### src/rtl/hazard_unit.sv
// Hazard detection and forwarding controller for the 5-stage RISC-V pipeline.
// Tracks E/M/W register addresses, memory-wait stalls and hazard counters.
module hazard_unit #(
    parameter int CNT_W   = 16,
    parameter int TIMEOUT = 255
) (
    input  logic             clk,
    input  logic             rst_n,
    input  logic [4:0]       rs1D,
    input  logic [4:0]       rs2D,
    input  logic [4:0]       rdD,
    input  logic             reg_writeM,
    input  logic             reg_writeW,
    input  logic             result_srcE0,
    input  logic             PC_srcE,
    input  logic             mem_reqM,
    input  logic             mem_ready,
    output logic [4:0]       rs1E,
    output logic [4:0]       rs2E,
    output logic [4:0]       rdE,
    output logic [4:0]       rdM,
    output logic [4:0]       rdW,
    output logic [1:0]       forwardAE,
    output logic [1:0]       forwardBE,
    output logic             stallF,
    output logic             stallD,
    output logic             stallE,
    output logic             stallM,
    output logic             flushD,
    output logic             flushE,
    output logic             flushW,
    output logic [CNT_W-1:0] stall_cnt,
    output logic [CNT_W-1:0] flush_cnt,
    output logic             mem_timeout
);

    localparam int               WAIT_W   = (TIMEOUT < 2) ? 1 : $clog2(TIMEOUT + 1);
    localparam logic [WAIT_W-1:0] WAIT_MAX = WAIT_W'(TIMEOUT);
    localparam logic [CNT_W-1:0]  CNT_MAX  = '1;

    logic              mem_wait;
    logic              lw_stall;
    logic [WAIT_W-1:0] wait_cnt;

    function automatic logic [1:0] fwd_sel(input logic [4:0] rs, input logic [4:0] rd_m,
                                           input logic we_m, input logic [4:0] rd_w,
                                           input logic we_w);
        logic [1:0] sel;
        sel = 2'b00;
        if (rs != 5'd0 && rs == rd_m && we_m)
            sel = 2'b10;
        else if (rs != 5'd0 && rs == rd_w && we_w)
            sel = 2'b01;
        return sel;
    endfunction

    // A pending memory access overrides everything; a taken branch cancels a load-use stall.
    always_comb begin
        mem_wait  = mem_reqM & ~mem_ready;
        lw_stall  = result_srcE0 & (rdE != 5'd0) & ((rs1D == rdE) | (rs2D == rdE)) & ~PC_srcE;
        stallF    = mem_wait | lw_stall;
        stallD    = mem_wait | lw_stall;
        stallE    = mem_wait;
        stallM    = mem_wait;
        flushW    = mem_wait;
        flushD    = PC_srcE & ~mem_wait;
        flushE    = (PC_srcE | lw_stall) & ~mem_wait;
        forwardAE = fwd_sel(rs1E, rdM, reg_writeM, rdW, reg_writeW);
        forwardBE = fwd_sel(rs2E, rdM, reg_writeM, rdW, reg_writeW);
    end

    // During a memory wait E and M hold while W receives a bubble.
    always_ff @(posedge clk) begin
        if (!rst_n) begin
            rs1E <= 5'd0;
            rs2E <= 5'd0;
            rdE  <= 5'd0;
            rdM  <= 5'd0;
            rdW  <= 5'd0;
        end else if (mem_wait) begin
            rdW <= 5'd0;
        end else begin
            if (flushE) begin
                rs1E <= 5'd0;
                rs2E <= 5'd0;
                rdE  <= 5'd0;
            end else begin
                rs1E <= rs1D;
                rs2E <= rs2D;
                rdE  <= rdD;
            end
            rdM <= rdE;
            rdW <= rdM;
        end
    end

    always_ff @(posedge clk) begin
        if (!rst_n) begin
            stall_cnt <= '0;
            flush_cnt <= '0;
        end else begin
            if (stallF && stall_cnt != CNT_MAX)
                stall_cnt <= stall_cnt + CNT_W'(1);
            if (flushD && flush_cnt != CNT_MAX)
                flush_cnt <= flush_cnt + CNT_W'(1);
        end
    end

    // The flag rises on the edge that brings the wait count up to TIMEOUT.
    always_ff @(posedge clk) begin
        if (!rst_n) begin
            wait_cnt    <= '0;
            mem_timeout <= 1'b0;
        end else if (mem_wait) begin
            if (wait_cnt != WAIT_MAX)
                wait_cnt <= wait_cnt + WAIT_W'(1);
            if (wait_cnt >= WAIT_MAX - WAIT_W'(1))
                mem_timeout <= 1'b1;
        end else begin
            wait_cnt <= '0;
        end
    end

endmodule
### config.mk
export PLATFORM = sky130hd
export DESIGN_NAME = hazard_unit
export DESIGN_NICKNAME = d
export VERILOG_FILES = /design/src/rtl/hazard_unit.sv
export SDC_FILE = /design/constraint.sdc
export NUM_CORES = 1
export LEC_CHECK = 0
export ABC_AREA = 1
export CAP_MARGIN = 20
export CORE_MARGIN = 3
export CORE_UTILIZATION = 33
export DETAILED_ROUTE_END_ITERATION = 8
export GPL_ROUTABILITY_DRIVEN = 1
export HOLD_SLACK_MARGIN = 0.08
export PLACE_DENSITY = 0.59
export SLEW_MARGIN = 40
export SYNTH_ARGS = -nofsm -noshare
export SYNTH_HDL_FRONTEND = slang
export SYNTH_SLANG_ARGS = --single-unit
### constraint.sdc
create_clock -name clk -period 1.5 [get_ports clk]
set_input_delay 0.3 -clock clk [delete_from_list [all_inputs] [get_ports clk]]
set_output_delay 0.3 -clock clk [all_outputs]
set_load 0.03 [all_outputs]
==> After elaboration in Yosys (flattened, before gate mapping) <==
Cells that the tools add are included.
{ "classes": {"n_addsub": 3, "reduce_logical": 16, "n_lt_le_gt_ge": 1, "bitwise_logic": 13, "n_eq_ne": 9, "mux": 7} }
{ "ops": {"columns": ["cell", "count"], "rows": [
  ["16-bit by 1-bit adder with 16-bit output, second input constant", 2],
  ["16-bit != test, second input constant", 2],
  ["5-bit == test", 6],
  ["5-bit 2-to-1 mux", 3],
  ["5-bit nonzero test", 3],
  ["1-bit logical AND", 10],
  ["8-bit by 1-bit adder with 8-bit output, second input constant", 1],
  ["8-bit >= comparator, second input constant", 1],
  ["8-bit != test, second input constant", 1],
  ["1-bit AND", 6],
  ["2-bit 2-to-1 mux", 2],
  ["1-bit inverter", 4],
  ["2-bit AND reduction", 2],
  ["1-bit OR", 3],
  ["1-bit 2-to-1 mux", 2],
  ["2-bit OR reduction", 1]
]} }
{ "totals": {"wordCells": 58, "in_bits": 23, "output_inout_bits": 69, "reg_bits": 66} }

==> Logic depth before layout (Yosys ltp) <==
Gate-level depths: netlist of run 1.
{ "depth": {"word_depth": 7, "ltp_mapped": 12, "mapped_depth_nobuf": 12} }

==> Worst setup path before layout of run 1 <==
Ideal clock, no wire load.
{ "synth_path": {"path_type": "flip-flop to output port", "startpoint": "register rs1E[3]", "endpoint": "output forwardAE[0]", "n_path_buf": 0, "slack_ns": -1.075, "arrival_ns": 2.275, "t_required_ns": 1.200, "stages_incl_launch_ff": 6, "cell_sequence": "dfxtp_1 > o21ai_0 > a21oi_1 > o2111ai_1 > nor4_1 > nor2_1"} }
{ "synth_via": {"elab_chain_len": 5, "word_cells_on_any_way": 9, "cone_classes": "2 x eq/ne; 2 x mux; 5 x reduce/logical"} }
{ "synth_rtl": {"columns": ["element", "line", "text"], "rows": [
  ["start: declaration", "18", "output logic [4:0] rs1E,"],
  ["start signal: assignment", "88", "rs1E <= rs1D;"],
  ["5-bit == test / 5-bit nonzero test (equally long branches)", "52, 50", null],
  ["1-bit logical AND (2 in a row)", "52", "else if (rs != 5'd0 && rs == rd_w && we_w)"],
  ["1-bit 2-to-1 mux", "52", null],
  ["2-bit 2-to-1 mux *", "50", "if (rs != 5'd0 && rs == rd_m && we_m)"],
  ["end: declaration", "23", "output logic [1:0] forwardAE,"]
]} }
Every way passes the cells marked *; elsewhere a longest branch is shown, timed or not.

==> Worst setup path after layout of run 1 <==
{ "layout_path": {"startpoint": "register rdM[4]", "endpoint": "output forwardBE[0]"} }
{ "layout_via": {"elab_chain_len": 4} }
{ "layout_rtl": {"columns": ["element", "line", "text"], "rows": [
  ["start: declaration", "21", "output logic [4:0] rdM,"],
  ["start signal: assignment", "92", "rdM <= rdE;"],
  ["5-bit == test", "50", null],
  ["1-bit logical AND (2 in a row)", "50", null],
  ["2-bit 2-to-1 mux", "50", null],
  ["end: declaration", "24", "output logic [1:0] forwardBE,"]
]} }
No other way between the ends.

==> metrics.md, run 1 <==
| Metric | Value |
|---|---|
| Status | `complete, but fails checks` |
| Failing checks | `setup timing` |
| Fin. Hold Viols | `0` |
| Fraction of registers with async set/reset | `0%` |
| Power Dens Cells | `661.3 mW/mm^2` |
| Top cell type by total area after synthesis | `dfxtp_1` |
| CTS tree | `done` |
| Yosys top cell area share | `37.25%` |
| Latest clock arrival within the worst-skew pair | `340 ps` |
| Critical Path Fanout Max | `4` |
| Via-per-instance ratio | `4.762` |
| Seq cells post-synth | `66` |
| Clock Tree Buf Depth | `2` |
| DRT Pass-1 Iters | `4` |
| R2R setup slack | `-260 ps` |
| Worst setup SP type | `flip-flop` |
| Worst slew pin tran | `358.5 ps` |
| Gpl congestion | `0.8584` |
| Buf/Inv on CP | `3` |
| Largest net degree at the start of global routing | `23` |
| Worst EP arrival | `1700 ps` |
| Synth top cells by count | `113 x nand2_1, 66 x dfxtp_1, 61 x inv_1` |
| Layout cells sized above 1 | `52.98%` |
| Die width | `109.7 um` |
| Hold wc startpoint | `rs2D[2]` |
| Post-synthesis sequential area ratio | `37.25%` |
| Distinct cells, synth | `37` |
| Number of synthesized flops with an enable pin | `0` |
| Most common cell in the netlist | `nand2_1` |
| WL final | `12040 um` |
| XOR/XNOR share of the synthesized area | `5.185%` |
| Critical path's slowest cell | `dfxtp_4` |
| Ys Warns | `0` |
| CP peak stage delay | `370 ps` |
| Die Y | `109.7 um` |
| Setup WS pre-CTS | `-987.8 ps` |
| Port Buffer Count | `91` |
| Reg2reg path depth | `14` |
| ANT cells | `0` |
| Setup TNS | `-5893 ps` |
| DRC errors left | `0` |
| Post-synthesis compound-gate area fraction | `12.80%` |
| Clk_skew | `8.619 ps` |
| Initial antenna violation count | `0` |
| Final setup viols | `28` |
| Gate Count Post-Synth | `504` |
| Peak supply drop | `0.0004597 V` |
| Worst min path class | `primary input to flip-flop` |
| Clock Sinks | `66` |
| Antenna viol nets, final | `0` |
| Die area | `0.01203 mm^2` |
| Number of global-route vias before repair | `3795` |
| Slew margin rel. | `75.92%` |
| Root Driver | `clkbuf_8` |
| First-pass GRT wire length | `18110 um` |
| Core Area | `0.01037 mm^2` |
| Most frequent CP cell | `buf_6` |
| Mapped cell area | `0.003547 mm^2` |
| Slew Limit Fails | `0` |
| Hold Crit Endpoint | `rs2E[2]` |
| Starting Density | `34.21%` |
| Family with the most delay on the worst path | `simple AND/OR/NAND/NOR gates` |
| P_leak | `2.997 nW` |
| Final worst setup slack | `-497.0 ps` |
| Mapped Nets | `531` |
| Io pins | `92` |
| Iteration-0 DRC Markers | `181` |
| Largest cells by area after synthesis | `dfxtp_1 37%, nand2_1 12%, inv_1 6.5%, nor2_1 5.5%, a21oi_1 5.2%` |
| Final core occ | `63.12%` |
| Fmax | `500.7 MHz` |
| Hold path depth | `3` |
| Clock Pin Slew Worst Setup and Hold Paths | `80 ps` |
| # H-tree levels | `3` |
| Vias | `4162` |
| Area grow syn2layout | `84.52%` |
| Min Tclk post-route | `1997 ps` |
| Nets | `760` |
| Adder-cell share of the synthesized area | `1.411%` |
| Num rows | `37` |
| Main synth FF type | `dfxtp_1` |
| Critical path class | `flip-flop to primary output` |
| Worst path required time | `1200 ps` |
| Mux share of post-synthesis cell area | `0%` |
| Main combinational cell family by area after synthesis | `simple AND/OR/NAND/NOR gates` |
| Worst r2r dst | `stall_cnt[8]` |
| Global route overflow | `0` |
| Total GRT Usage | `18.92%` |
| CP endpoint kind | `primary output` |
| Post-Synth Simple-Gate Area | `32.20%` |
| Fin crit share | `133.1%` |
| RSZ-0062 raised after global routing | `true` |
| RR Startpoint | `rdE[0]` |
| Avg WL per Cell | `13.77 um` |
| Num CTS Buffers | `9` |
| Crit path cell chain | `inv_4 > buf_6 > o22ai_4 > a21oi_2 > nand2_1 > nor4_4 > nor2_4 > buf_6` |
| Max Cap Viol | `0` |
| Synthesized area per cell | `7.038 um^2` |
| HPWL Detailed | `8184 um` |
power breakdown:
part           internal (mW)  total (mW)  switching, mW
Combinational          0.450       0.973          0.523
Sequential              1.78        1.83         0.0495
Clock                  0.806        1.52          0.718
Total                   3.04        4.33           1.29
routing by layer:
metal | GRT usage [%] | wire (um) | part of all wire (%) | up-vias
met5 | 0 | 0 | 0 | -
met4 | 6.144 | 164 | 1.4 | 0
met3 | 2.408 | 417 | 3.5 | 14
met2 | 31.47 | 6160 | 51 | 84
met1 | 25.38 | 5296 | 44 | 1956
li1 | - | - | - | 2108
flip-flops by register name, indices dropped and copies added (netlist names):
| signal | count |
|---|---|
| flush_cnt | 16 |
| rdM | 5 |
| mem_timeout | 1 |
| rs2E | 5 |
| rdW | 5 |
| stall_cnt | 16 |
| rs1E | 5 |
| rdE | 5 |
| wait_cnt | 8 |
layout make-up:
cell class                      count  area [um^2]
Fill cell                         907         3825
Multi-Input combinational cell    352         2452
Timing Repair Buffer              233         2024
Sequential cell                    66         1413
Inverter                           71        290.3
Tap cell                          136        170.2
Clock buffer                       11        141.4
Clock inverter                      5        53.80
repair_timing:
| action | in CTS | in global routing |
|---|---|---|
| pin swaps | 23 | 58 |
| endpoints found under the setup margin | 110 | 84 |
| resized for setup | 157 | 177 |
| buffers inserted | 10 | 20 |
| hold buffers | 0 | 0 |
| gates cloned | 1 | 2 |
kinds of logic after synthesis:
kind of cell,after synthesis
flops,66
compound gates,84
simple gates,242
fa+ha+maj,4
xor+xnor,21
buf+inv,87
tightest hold or removal path, delay by kind of cell:
family / cells / cell delay [ps]
AO/OA/AOI/OAI: 1 / 40
buffers and inverters: 1 / 260
AND/OR/NAND/NOR: 1 / 70
cell usage in the layout (no fill, tap or decap), types with 10 or more instances in the layout:
cell	Yosys	final
buf_6	6	31
a21oi_1	37	22
clkbuf_2	0	16
o21ai_2	0	11
dfxtp_1	66	29
inv_2	9	16
buf_4	5	120
clkbuf_8	0	10
dfxtp_2	0	19
nor2_1	52	42
dfxtp_4	0	18
o21ai_1	2	17
inv_1	61	47
nand2_2	0	26
nand2_4	1	13
nor2_2	6	10
nand3_2	2	19
clkdlybuf4s15_1	0	11
a21oi_2	0	14
nand2_1	113	75
dlygate4sd2_1	0	30
per-stage QoR:
stage / instance area [um^2] / instances / power (mW) / hold slack (ps)
floorplan: 3799 / 504 / 2.311 / 403.1
global placement: 5582 / 826 / 2.670 / 443.4
detailed placement: 5582 / 826 / 2.684 / 451.4
CTS: 5983 / 853 / 4.235 / 332.7
global route: 6545 / 874 / 4.502 / 394.2
finish: 6545 / 874 / 4.328 / 365.4
how the worst max path moves through the flow:
| stage | from | end | slack, ps | cells past startpoint |
|---|---|---|---|---|
| finish | rdM[4] | forwardBE[0] | -500 | 8 |
| global route | rdM[4] | forwardBE[0] | -570 | 8 |
| CTS | rdW[1] | forwardBE[0] | -470 | 7 |
| detailed placement | reg_writeM | forwardAE[0] | -990 | 7 |
| global placement | reg_writeM | forwardAE[0] | -950 | 7 |
| floorplan | rs1E[4] | forwardAE[0] | -280 | 6 |
Note: power is estimated with default switching activity, not from simulation.
==> inputs of run 2 (changes only) <==
==> constraint.sdc (replaced) <==
create_clock -name clk -period 1.5 [get_ports clk]
set_input_delay 0.225 -clock clk [delete_from_list [all_inputs] [get_ports clk]]
set_output_delay 0.225 -clock clk [all_outputs]
set_load 0.03 [all_outputs]
==> run 2 against run 1 <==
- the run still ends with setup timing left
- clock power is essentially flat
- core utilization shrank 1.5 points
- sequential cell count did not move
==> metrics.md, run 2 (same netlist as run 1, synthesis figures left out) <==
| Metric | Value |
|---|---|
| Status | `complete, but fails checks` |
| Failing checks | `setup timing` |
| Hold wc startpoint | `rs1D[3]` |
| Worst EP arrival | `1630 ps (-70 ps)` |
| Hold Crit Endpoint | `rs1E[3]` |
| Clock Sinks | `66 (unchanged)` |
| HPWL Detailed | `8183 um (about the same)` |
| DRT Pass-1 Iters | `4 (unchanged)` |
| Gpl congestion | `0.8949 (+4.3%)` |
| Via-per-instance ratio | `4.741 (-0.45%)` |
| Critical path class | `flip-flop to primary output` |
| Total GRT Usage | `19.18% (+0.26 points)` |
| Setup WS pre-CTS | `-796.5 ps (+191.3 ps)` |
| Latest clock arrival within the worst-skew pair | `340 ps (about the same)` |
| Clock Pin Slew Worst Setup and Hold Paths | `80 ps (about the same)` |
| CTS tree | `done` |
| Final core occ | `61.61% (-1.5 points)` |
| Die Y | `109.7 um (unchanged)` |
| Area grow syn2layout | `80.11%` |
| Slew Limit Fails | `0 (unchanged)` |
| CP endpoint kind | `primary output` |
| P_leak | `2.936 nW (-2.0%)` |
| Clock Tree Buf Depth | `2 (unchanged)` |
| Reg2reg path depth | `12 (-2)` |
| Min Tclk post-route | `1852 ps (-145.2 ps)` |
| Final worst setup slack | `-351.8 ps (+145.2 ps)` |
| Largest net degree at the start of global routing | `20 (-13%)` |
| Die area | `0.01203 mm^2 (unchanged)` |
| Most common cell after layout, fill and taps aside | `buf_4` |
| First-pass GRT wire length | `18430 um (+1.8%)` |
| Antenna viol nets, final | `0 (unchanged)` |
| Hold path depth | `3 (unchanged)` |
| Number of global-route vias before repair | `3990 (+5.1%)` |
| Core Area | `0.01037 mm^2 (unchanged)` |
| Layout cells sized above 1 | `45.88% (-7.1 points)` |
| Slew margin rel. | `75.99% (about the same)` |
| Power Dens Cells | `667.8 mW/mm^2 (+0.99%)` |
| Most frequent cells in the layout | `118 x buf_4, 88 x nand2_1, 53 x dlygate4sd2_1, 50 x inv_1, 42 x nor2_1` |
| Worst slew pin tran | `359.8 ps (+1.280 ps)` |
| ANT cells | `0 (unchanged)` |
| # H-tree levels | `3 (unchanged)` |
| Root Driver | `clkbuf_8` |
| Avg WL per Cell | `13.49 um (-2.1%)` |
| Power, Total | `4.266 mW (-1.4%)` |
| Post-cts hold buffer count | `0 (unchanged)` |
| Peak supply drop | `0.0004265 V (-7.2%)` |
| Global route overflow | `0 (unchanged)` |
| Fin. Hold Viols | `0 (unchanged)` |
| Critical Path Fanout Max | `2 (-2)` |
| R2R setup slack | `-170 ps (+90 ps)` |
| DRC errors left | `0 (unchanged)` |
| Hold Slack | `187.7 ps (-177.7 ps)` |
| Nets | `750 (-1.3%)` |
| Clk_skew | `14.44 ps (+5.824 ps)` |
| Worst min path class | `primary input to flip-flop` |
| Filler cells | `960 (+5.8%)` |
| WL final | `11650 um (-3.2%)` |
| Worst path required time | `1270 ps (+70 ps)` |
| Num rows | `37 (unchanged)` |
| Fin crit share | `123.5% (-9.7 points)` |
| Worst r2r dst | `stall_cnt[2]` |
| Port Buffer Count | `91 (unchanged)` |
| Fmax | `540.0 MHz (+7.8%)` |
| Worst setup SP type | `flip-flop` |
| Final setup viols | `22 (-21%)` |
| Max Cap Viol | `0 (unchanged)` |
| Io pins | `92 (unchanged)` |
| Vias | `4096 (-1.6%)` |
| Largest regs | `flush_cnt: 16 flops, stall_cnt: 16 flops, wait_cnt: 8 flops` |
| RSZ-0062 raised after global routing | `true` |
| Setup TNS | `-3731 ps (+2161 ps)` |
| Starting Density | `34.21% (unchanged)` |
| Num CTS Buffers | `9 (unchanged)` |
| Initial antenna violation count | `0 (unchanged)` |
| RR Startpoint | `rdE[3]` |
| Die width | `109.7 um (unchanged)` |
| Iteration-0 DRC Markers | `129 (-29%)` |
run 2: changes by cell type in the layout (fill, tap and decap cells not counted), sizes merged:
cell,change
clkbuf,-19
clkdlybuf4s50,+6
dlygate4sd2,+23
buf,-12
clkdlybuf4s15,-10
clkinvlp,-1
dlymetal6s2s,+1
clkinv,+2
run 2: critical path: stages, from the launching register on:
cell and delay [ps]:
dfxtp_4 360, buf_6 120, xnor2_2 110, o211ai_1 140, nor4_4 330, buf_4 230
run 2: final cells by class:
type	count	area [um^2]	share of cell area, %
multi-input combinational	352	2371	37.11
timing repair buffer	223	1956	30.61
sequential	66	1413	22.11
inverter	71	285.3	4.465
tap	136	170.2	2.664
clock buffer	10	137.6	2.154
clock inverter	6	56.30	0.8813
run 2: worst max path at each step:
stage,start,to,slack (ps),cells past startpoint
2_1_floorplan,rs1E[4],forwardAE[0],-210,6
3_3_place_gp,reg_writeM,forwardAE[0],-790,7
3_5_place_dp,reg_writeM,forwardAE[0],-800,7
4_1_cts,rdW[1],forwardBE[0],-440,7
5_1_grt,rdM[2],forwardBE[1],-450,5
6_report,rdM[2],forwardBE[1],-350,5
run 2: per-stage QoR:
stage | area [um^2] | cells
after CTS | 5962 | 855
after detailed placement | 5534 | 823
after global routing | 6389 | 864
after floorplan | 3786 | 504
after global placement | 5534 | 823
final | 6389 | 864
run 2: report_power, final:
part / total [mW] / internal [mW] / leakage [nW] / switching (mW)
combinational: 0.925 / 0.438 / 2.28 / 0.487
sequential: 1.84 / 1.78 / 0.557 / 0.0537
clock: 1.51 / 0.799 / 0.0995 / 0.707
total: 4.27 / 3.02 / 2.94 / 1.25
run 2: what timing repair did:
item / 4_1_cts / 5_1_grt
setup endpoints to repair: 107 / 60
setup buffers: 14 / 12
gates cloned: 3 / 0
gates resized for setup: 121 / 119
pin swaps: 33 / 49
run 2: layer usage:
layer	wire (um)	up-vias	track usage, %	part of all wire (%)
met5	0	-	0	0
met4	195	0	6.055	1.7
met3	405	17	3.112	3.5
met2	5858	80	32.43	50
met1	5194	1922	24.97	45
li1	-	2077	-	-
==> inputs of run 3 (changes only) <==
Settings changed: CELL_PAD_IN_SITES_DETAIL_PLACEMENT from default to 1, CELL_PAD_IN_SITES_GLOBAL_PLACEMENT from default to 1, CORE_UTILIZATION 33 to 31, PLACE_DENSITY 0.59 to 0.75.
==> run 3 against run 2 <==
- critical path depth grew 4
- final cell count up 0.93%
- sequential share of layout area fell by 1.2 points
- die area is 6.1% higher
- the flow still finishes with violations (setup timing)
- clock skew fell by 8.3 ps
- first-iteration DRC count is 34% higher
- maximum frequency is 2.6% lower
- final area is 5.9% higher
- highest routed layer unchanged
- largest power group is now clock
- hold slack gained 130 ps
- sequential cell count unchanged
- critical endpoint is now flushE
==> metrics.md, run 3 (same netlist as run 1, synthesis figures left out) <==
| Metric | Value |
|---|---|
| DRT Pass-1 Iters | `4 (unchanged)` |
| ANT cells | `0 (unchanged)` |
| Peak supply drop | `0.0005159 V (+21%)` |
| Die area | `0.01276 mm^2 (+6.1%)` |
| Max Cap Viol | `0 (unchanged)` |
| # H-tree levels | `3 (unchanged)` |
| Number of global-route vias before repair | `4722 (+18%)` |
| Num CTS Buffers | `9 (unchanged)` |
| Clk pwr share | `42.8% (+7.5 points)` |
| Power, Total | `5.007 mW (+17%)` |
| Io pins | `92 (unchanged)` |
| HPWL Detailed | `10030 um (+23%)` |
| Worst min path class | `primary input to flip-flop` |
| Total GRT Usage | `22.62% (+3.4 points)` |
| Die Y | `113.0 um (+3.0%)` |
| Clock Tree Buf Depth | `2 (unchanged)` |
| Worst path required time | `1270 ps (about the same)` |
| Comb power frac | `20.4% (-1.3 points)` |
| P_leak | `3.126 nW (+6.4%)` |
| Die width | `113.0 um (+3.0%)` |
| Fin. Hold Viols | `0 (unchanged)` |
| Critical path class | `flip-flop to primary output` |
| Clk_skew | `6.175 ps (-8.268 ps)` |
| Latest clock arrival within the worst-skew pair | `340 ps (about the same)` |
| Iteration-0 DRC Markers | `173 (+34%)` |
| Worst setup SP type | `flip-flop` |
| RSZ-0062 raised after global routing | `true` |
| Share of power burned in registers | `36.7% (-6.3 points)` |
| Worst EP arrival | `1680 ps (+50 ps)` |
| Antenna viol nets, final | `0 (unchanged)` |
| Slew Limit Fails | `0 (unchanged)` |
| Post-cts hold buffer count | `0 (unchanged)` |
| Layout cells sized above 1 | `52.32% (+6.4 points)` |
| Worst slew pin tran | `369.8 ps (+9.993 ps)` |
| Avg WL per Cell | `18.31 um (+36%)` |
| Area grow syn2layout | `90.79%` |
| Global route overflow | `0 (unchanged)` |
| First-pass GRT wire length | `23120 um (+25%)` |
| Fin crit share | `126.7% (+3.2 points)` |
| Post-route cell area | `0.006768 mm^2 (+5.9%)` |
| Worst r2r dst | `stall_cnt[5]` |
| Setup TNS | `-7696 ps (-3965 ps)` |
| Nets | `754 (+0.53%)` |
| Initial antenna violation count | `0 (unchanged)` |
| Critical Path Fanout Max | `5 (+3)` |
| Most common cell after layout, fill and taps aside | `buf_4` |
| Fmax | `526.2 MHz (-2.6%)` |
| Root Driver | `clkbuf_16` |
| Min Tclk post-route | `1900 ps (+48.62 ps)` |
| Largest regs | `flush_cnt: 16 flops, stall_cnt: 16 flops, wait_cnt: 8 flops` |
| Status | `complete, but fails checks` |
| Area after DPL | `0.005524 mm^2 (-0.18%)` |
| Hold path depth | `3 (unchanged)` |
| Slew margin rel. | `75.35% (-0.64 points)` |
| R2R setup slack | `-250 ps (-80 ps)` |
| CP endpoint kind | `primary output` |
| DRC errors left | `0 (unchanged)` |
| CTS tree | `done` |
| Vias | `4390 (+7.2%)` |
| Gpl congestion | `0.8477 (-5.3%)` |
| Most frequent cells in the layout | `114 x buf_4, 76 x nand2_1, 53 x dlygate4sd2_1, 44 x inv_1, 35 x nor2_1` |
| Hold wc startpoint | `rs2D[2]` |
| Num rows | `38 (+2.7%)` |
| WL final | `15970 um (+37%)` |
| Clock Sinks | `66 (unchanged)` |
| Final worst setup slack | `-400.4 ps (-48.62 ps)` |
| Failing checks | `setup timing` |
| Sw Share | `28.74% (-0.49 points)` |
| Power Dens Cells | `739.8 mW/mm^2 (+11%)` |
| Core Area | `0.01103 mm^2 (+6.4%)` |
| Internal Power | `3.568 mW (+18%)` |
| Port Buffer Count | `91 (unchanged)` |
| Clock Pin Slew Worst Setup and Hold Paths | `60 ps (-20 ps)` |
| Reg2reg path depth | `12 (unchanged)` |
| RR Startpoint | `rdE[1]` |
| P_sw | `1.439 mW (+15%)` |
| Starting Density | `32.16% (-2.0 points)` |
| Largest net degree at the start of global routing | `28 (+40%)` |
| Hold Crit Endpoint | `rs2E[2]` |
| Via-per-instance ratio | `5.034 (+6.2%)` |
| Final setup viols | `54 (+150%)` |
==> run 3: changes by cell type in the layout (fill, tap and decap cells not counted), moves of 6 or more <==
cell / change
inv_2: +6
nor2_2: +6
nand2_2: +7
o21ai_2: +8
clkbuf_16: +10
nand2_1: -12
clkbuf_2: +6
nor2_1: -7
clkbuf_8: -9
inv_1: -6
==> run 3: repair_timing <==
action / in CTS / in global routing
pin swaps: 39 / 53
cloned: 2 / 2
endpoints found under the setup margin: 112 / 71
gates resized for setup: 155 / 164
buffers inserted: 15 / 14
==> run 3: area by class of cell <==
class / count / area (um^2)
Clock buffer: 11 / 242.7
Clock inverter: 5 / 53.80
Fill cell: 1298 / 4263
Inverter: 71 / 295.3
Multi-Input combinational cell: 352 / 2566
Sequential cell: 66 / 1415
Tap cell: 140 / 175.2
Timing Repair Buffer: 227 / 2019
==> run 3: how the worst max path moves through the flow <==
stage	from	depth (start not counted)	slack, ps	to
global route	rdE[0]	9	-470	flushE
CTS	rdM[2]	5	-340	forwardBE[1]
finish	rdE[1]	9	-400	flushE
global placement	reg_writeM	7	-800	forwardAE[0]
floorplan	rs1E[4]	6	-210	forwardAE[0]
detailed placement	reg_writeM	7	-810	forwardAE[0]
==> run 3: stage by stage <==
| stage | hold slack (ps) | setup WS, ps | std cells | util (%) |
|---|---|---|---|---|
| floorplan | 328.1 | -206.5 | 504 | - |
| global placement | 449.4 | -796.3 | 825 | 50.08 |
| detailed placement | 463.9 | -811.3 | 825 | 50.08 |
| CTS | 286.3 | -343.0 | 858 | 56.10 |
| global route | 357.0 | -471.8 | 872 | 61.35 |
| finish | 317.6 | -400.4 | 872 | 61.35 |
==> run 3: power by group through the flow <==
stage	clock network (mW)	registers [mW]	logic, mW
floorplan	0	1.96	0.348
global placement	0	1.87	0.797
detailed placement	0	1.87	0.825
CTS	2.17	1.84	0.901
global route	2.25	1.84	1.09
finish	2.14	1.84	1.02
==> run 3: critical path, stage by stage (launching register included) <==
cell	delay [ps]
dfxtp_4	380
inv_4	50
nand2_1	60
nand2_1	60
nor2_1	160
nand3_1	110
nand2_2	140
nand2_4	80
a21oi_2	150
buf_6	150
==> run 3: routing by layer <==
layer,part of all wire [%],vias up,global-route usage [%]
met2,55,85,42.06
met3,2.9,21,4.385
met4,1.7,0,5.609
met1,41,2199,26.53
met5,0,-,0
li1,-,2085,-
